**config.mk**
```make
export PLATFORM = sky130hd
export DESIGN_NAME = gamma_cycle_ctrl
export DESIGN_NICKNAME = d
export VERILOG_FILES = /design/src/rtl/gamma_cycle_ctrl.sv
export SDC_FILE = /design/constraint.sdc
export NUM_CORES = 1
export LEC_CHECK = 0
export ABC_AREA = 1
export CORE_UTILIZATION = 62
export CTS_CLUSTER_SIZE = 16
export DETAILED_ROUTE_END_ITERATION = 7
export DONT_BUFFER_PORTS = 1
export PLACE_DENSITY_LB_ADDON = 0.08
export SLEW_MARGIN = 20
export SYNTH_ARGS = -nofsm -noshare
export SYNTH_HDL_FRONTEND = slang
export SYNTH_SLANG_ARGS = --single-unit
```
**constraint.sdc**
```tcl
create_clock -name clk -period 5.37 [get_ports clk]
set_input_delay 1.074 -clock clk [delete_from_list [all_inputs] [get_ports clk]]
set_output_delay 1.074 -clock clk [all_outputs]
set_load 0.02 [all_outputs]
```
**src/rtl/gamma_cycle_ctrl.sv**
```systemverilog
// Gamma-cycle sequencer for race-logic primitives: set pulse, temporal encoding of
// operands as rising edges, and timestamping of the first result assertion.
module gamma_cycle_ctrl #(
    parameter int unsigned GAMMA_CYCLE_WIDTH = 16,
    parameter int unsigned PULSE_WIDTH       = 8,
    parameter int unsigned N_INPUTS          = 2,
    parameter int unsigned RES_ACTIVE_LOW    = 0,
    parameter int unsigned VAL_W             = $clog2(GAMMA_CYCLE_WIDTH) + 1
) (
    input  logic                      clk,
    input  logic                      rst_n,
    input  logic                      in_valid,
    output logic                      in_ready,
    input  logic [N_INPUTS*VAL_W-1:0] in_val,
    output logic                      set_o,
    output logic [N_INPUTS-1:0]       edge_o,
    input  logic                      res_i,
    output logic                      out_valid,
    input  logic                      out_ready,
    output logic [VAL_W-1:0]          out_time,
    output logic                      busy
);

    localparam int unsigned MAX_PG = (PULSE_WIDTH > GAMMA_CYCLE_WIDTH) ? PULSE_WIDTH
                                                                        : GAMMA_CYCLE_WIDTH;
    localparam int unsigned CW_MIN = $clog2(MAX_PG) + 1;
    // Counter is at least operand-wide so lane comparisons need no truncation.
    localparam int unsigned CNT_W  = (CW_MIN > VAL_W) ? CW_MIN : VAL_W;

    localparam logic [CNT_W-1:0] PULSE_LAST = CNT_W'(PULSE_WIDTH - 1);
    localparam logic [CNT_W-1:0] GAMMA_LAST = CNT_W'(GAMMA_CYCLE_WIDTH - 1);
    localparam logic [VAL_W-1:0] NO_HIT     = VAL_W'(GAMMA_CYCLE_WIDTH);

    typedef enum logic [1:0] {StIdle, StSet, StRun, StDone} state_e;

    state_e                      state_q;
    logic [CNT_W-1:0]            cnt_q;
    logic [CNT_W-1:0]            cnt_inc;
    logic                        hit_q;
    logic [N_INPUTS*VAL_W-1:0]   op_q;
    logic [N_INPUTS-1:0]         edge_first;
    logic [N_INPUTS-1:0]         edge_next;
    logic                        res_norm;

    assign cnt_inc  = cnt_q + CNT_W'(1);
    assign res_norm = (RES_ACTIVE_LOW != 0) ? ~res_i : res_i;
    assign in_ready = (state_q == StIdle);
    assign busy     = (state_q != StIdle);

    // Lane levels for the upcoming RUN cycle, so edge_o is driven straight from flops.
    always_comb begin
        edge_first = '0;
        edge_next  = '0;
        for (int i = 0; i < N_INPUTS; i++) begin
            edge_first[i] = (op_q[i*VAL_W +: VAL_W] == '0);
            edge_next[i]  = (cnt_inc >= CNT_W'(op_q[i*VAL_W +: VAL_W]));
        end
    end

    always_ff @(posedge clk or negedge rst_n) begin
        if (!rst_n) begin
            state_q   <= StIdle;
            cnt_q     <= '0;
            hit_q     <= 1'b0;
            op_q      <= '0;
            set_o     <= 1'b0;
            edge_o    <= '0;
            out_valid <= 1'b0;
            out_time  <= '0;
        end else begin
            unique case (state_q)
                StIdle: begin
                    if (in_valid) begin
                        op_q    <= in_val;
                        hit_q   <= 1'b0;
                        cnt_q   <= '0;
                        set_o   <= 1'b1;
                        state_q <= StSet;
                    end
                end
                StSet: begin
                    if (cnt_q == PULSE_LAST) begin
                        cnt_q   <= '0;
                        set_o   <= 1'b0;
                        edge_o  <= edge_first;
                        state_q <= StRun;
                    end else begin
                        cnt_q <= cnt_inc;
                    end
                end
                StRun: begin
                    if (res_norm && !hit_q) begin
                        hit_q    <= 1'b1;
                        out_time <= VAL_W'(cnt_q);
                    end
                    if (cnt_q == GAMMA_LAST) begin
                        edge_o    <= '0;
                        out_valid <= 1'b1;
                        state_q   <= StDone;
                        if (!hit_q && !res_norm) begin
                            out_time <= NO_HIT;
                        end
                    end else begin
                        cnt_q  <= cnt_inc;
                        edge_o <= edge_next;
                    end
                end
                StDone: begin
                    if (out_ready) begin
                        out_valid <= 1'b0;
                        state_q   <= StIdle;
                    end
                end
                default: state_q <= StIdle;
            endcase
        end
    end

endmodule

```
# After elaboration in Yosys (flattened, before gate mapping)
# Cells that the tools add are included.
# word_totals
ff_bits	27
inputBits	15
out_inout_bits	11
wordCells	66
# classes
n_addsub	1
n_lt_le_gt_ge	2
n_eq_ne	11
n_mux	24
reduce_logical	20
# ops
operator	count
$mux 5	6
$pmux 5 s3	1
$mux 2	6
$ne 2x2->1 const B	6
$reduce_and 3->1	4
$ge 5x5->1	2
$logic_not 5->1	2
$reduce_bool 2->1	5
$pmux 2 s4	1
$mux 1	6
$pmux 1 s2	3
$add 5x1->5 const B	1
$eq 5x3->1 const B	1
$eq 5x4->1 const B	1
$eq 2x2->1 const B	2
$pmux 2 s2	1
$reduce_and 2->1	2
$reduce_and 4->1	1
$reduce_bool 3->1	1
$eq 2x1->1 const B	1
$logic_and 1x1->1	2
$logic_not 1->1	2
$logic_not 2->1	1

# Depth between registers and ports, before layout
# logic_depth
ltp_word	5
ltp_mapped	12
depth_no_buf	12

# Worst setup path before layout
# Ideal clock, no wire load.
# synth_path
kind	reg2out
start	register state_q[0]
end	output busy
t_arrival_ps	1055
t_required_ps	4296
slack_ps	3241
path_stages_with_launch	4
n_path_buf	0
cell_sequence	dfrtp_1 inv_1 ha_1 inv_1
# synth_via
elab_chain_len	1
# synth_lines
item	line	text
start: declaration	36	state_e state_q;
start signal: assignment	62	state_q <= StIdle;
start signal: assignment	78	state_q <= StSet;
start signal: assignment	86	state_q <= StRun;
$reduce_bool 2->1	48	assign busy = (state_q != StIdle);
end: declaration	21	output logic busy
# No other way between the ends.

# Worst setup path after layout
# Same ends and word-level chain as after synthesis.

==> qor.txt <==
Final Cycle Share -> 48.9%
Status -> finished, final reports clean
Root Buffer Master -> clkbuf_4
DRC viols -> 0
Final net count -> 231
1st-pass router iterations -> 4
Starting DRT DRC Count -> 38
GRT Util Overall -> 25.1%
Post-route ant nets -> 0
Sw frac -> 47.7%
Dpl cell area -> 1710 µm²
H-tree Lvls -> 1
Final hold viol count -> 0
Die area -> 2940 µm²
Synth warn -> 0
#FFs+latches synth -> 27
Finished Cell Area -> 1740 µm²
Clk_lat worst skew -> 0.34 ns
Clock slew seen by the registers of the worst setup and hold paths -> 0.16 ns
Bufs on Longest Clock Path -> 2
Core area -> 2520 µm²
Rel. slew slack -> 67.4%
Part of the power in registers -> 40.8%
CP Launch Type -> register
Final clock skew -> 0.0154 ns
Fin util -> 68.9%
Post-synth EDFFs -> 0
Gate power share -> 48.8%
Ant diodes -> 0
Vias in the first global route -> 1194
Setup TNS -> 0 ns
DIE HEIGHT -> 54.2 µm
Hold-fix buffers at CTS -> 0
Max-slew violations -> 0
TritonCTS clock tree -> done
Setup WS pre-CTS -> 3.15 ns
Synth cell types -> 27
Fmax -> 381 MHz
DP Cell Count -> 225
Async SR Flop Fraction -> 100%
Post-synthesis sequential area ratio -> 40.0%
Starting Density -> 67.0%
Int Pwr -> 0.469 mW
PostCTS Resize Cnt -> 0
Port Buffers -> 0
Setup CP Type -> register to output port
Num ports -> 26
Clk sinks -> 27
Ys flop type -> dfrtp_1
Count leader, synth -> inv_1
PnR worst setup slack -> 2.75 ns
Drt wl/cell -> 14.2 µm
Hold Crit Class -> input port to asynchronous set/reset pin
Clock share of power -> 10.4%
VDD IR-drop max -> 0.395 mV
Die X -> 54.2 µm
Final WL -> 3240 µm
Mapped cell area -> 1690 µm²
Crit path capture type -> output port
# Post-CTS Setup Buffers -> 0
Reg2Reg Setup Slack -> 3.26 ns
Row cnt -> 18
Share of cells above drive strength 1 -> 17.6%
Synth top area share -> 40.0%
CP max FO -> 6
Via density -> 5.59
Via count -> 1280
Psw -> 0.427 mW
Commonest cells post-synth -> inv_1, nand2_1, dfrtp_1
Max-Cap Viols -> 0
Mapped Cells -> 197
Synth area leader -> dfrtp_1
Worst EP required -> 4.30 ns
Hpwl dp -> 2530 µm
Pwr dens -> 516 nW/µm²
GPL Wtd Cong -> 0.910
First-pass GRT wire length -> 5210 µm
Antenna violations before repair -> 0
Worst-margin pin slew -> 0.490 ns
Endpoints failing setup -> 0
Leakage power -> 0.935 nW
Fin crit period -> 2.62 ns
Mapped Nets -> 228
Syn Area/Cell -> 8.57 µm²
Layout area overhead -> 2.89%
Overflow after GRT -> 0
Maximum number of pins on one net before global-route repair -> 28
TritonCTS Buffers -> 3
Synth area leaders -> dfrtp_1, ha_1, inv_1, nand2_1, nor2_1
Unrepaired setup endpoints after global routing -> false
CP arrival -> 1.55 ns
Finished Layout Cells -> 229
==> stage by stage <==
step / hold WS (ns) / power [mW]
after global routing: 0.373 / 0.975
after CTS: 0.389 / 0.902
after floorplan: 0.495 / 0.722
final: 0.397 / 0.896
after detailed placement: 0.533 / 0.806
after global placement: 0.519 / 0.776
==> cells in the final DEF, fill, tap and decap left out <==
cell,count
nand2_4,5
o22ai_1,2
o21ai_2,1
xor2_1,1
inv_2,6
nand2_2,2
ha_1,16
clkbuf_4,3
o211ai_1,1
nand3b_4,1
nor2_2,2
nor2_8,1
dfrtp_1,27
o21ai_0,1
o21ai_1,11
inv_1,32
nor3_1,1
nand3_2,2
a31oi_1,1
nand4_2,1
a21oi_2,8
nor2_1,23
nand3_1,7
a21oi_1,11
mux2_4,2
clkinvlp_4,1
nand2_1,30
==> power by group through the flow <==
| stage | clock (mW) | combinational, mW | sequential (mW) |
|---|---|---|---|
| 6_report | 0.0928 | 0.438 | 0.366 |
| 5_1_grt | 0.103 | 0.495 | 0.377 |
| 4_1_cts | 0.0967 | 0.439 | 0.367 |
| 3_5_place_dp | 0 | 0.434 | 0.371 |
| 3_3_place_gp | 0 | 0.410 | 0.366 |
| 2_1_floorplan | 0 | 0.367 | 0.355 |
==> per-layer routing <==
metal | routed length [µm] | share of wire (%) | global-route usage, %
met5 | 0 | 0 | 0
met4 | 33 | 1.0 | 7.69
met3 | 148 | 4.6 | 4.80
met2 | 1590 | 49 | 42.1
met1 | 1480 | 46 | 32.3
==> flip-flops by register name, indices dropped and copies added, names as in the netlist <==
name	flops
cnt_q	5
edge_o	2
hit_q	1
op_q	10
out_time	5
out_valid	1
set_o	1
state_q	2
==> final timing paths <==
kind	from	endpoint	cells after the start
min in group clk	op_q[4]$_DFFE_PN0P_	op_q[4]$_DFFE_PN0P_	2
max in group asynchronous	rst_n	op_q[6]$_DFFE_PN0P_	0
worst max register to register	cnt_q[0]$_DFFE_PN0P_	edge_o[0]$_DFFE_PN0P_	12
worst min register to register	op_q[4]$_DFFE_PN0P_	op_q[4]$_DFFE_PN0P_	2
worst max-delay path	state_q[0]$_DFFE_PN0P_	busy	3
worst min-delay path	rst_n	op_q[0]$_DFFE_PN0P_	0
==> layout make-up <==
class,count,area [µm²]
clock buffers,3,22.5
inverters,38,143
well taps,30,37.5
flip-flops and latches,27,676
fillers,203,785
multi-input cells,130,852
clock inverters,1,7.51
==> cell families (layout without fill, tap and decap cells) <==
kind of cell / Yosys count / after routing / synth area share [%]
and+or+nand+nor: 75 / 75 / 23.3
buffers and inverters: 40 / 42 / 9.56
AOI/OAI and AO/OA: 36 / 36 / 13.0
DFF: 27 / 27 / 40.0
adders and majority gates: 16 / 16 / 11.9
muxes: 2 / 2 / 1.78
xor gates and xnor gates: 1 / 1 / 0.519
==> worst max-delay path: stages (launching register included) <==
cell	delay, ns
dfrtp_1	0.45
inv_1	0.10
ha_1	0.44
inv_1	0.22
No activity file was read; power rests on OpenSTA's default activity.
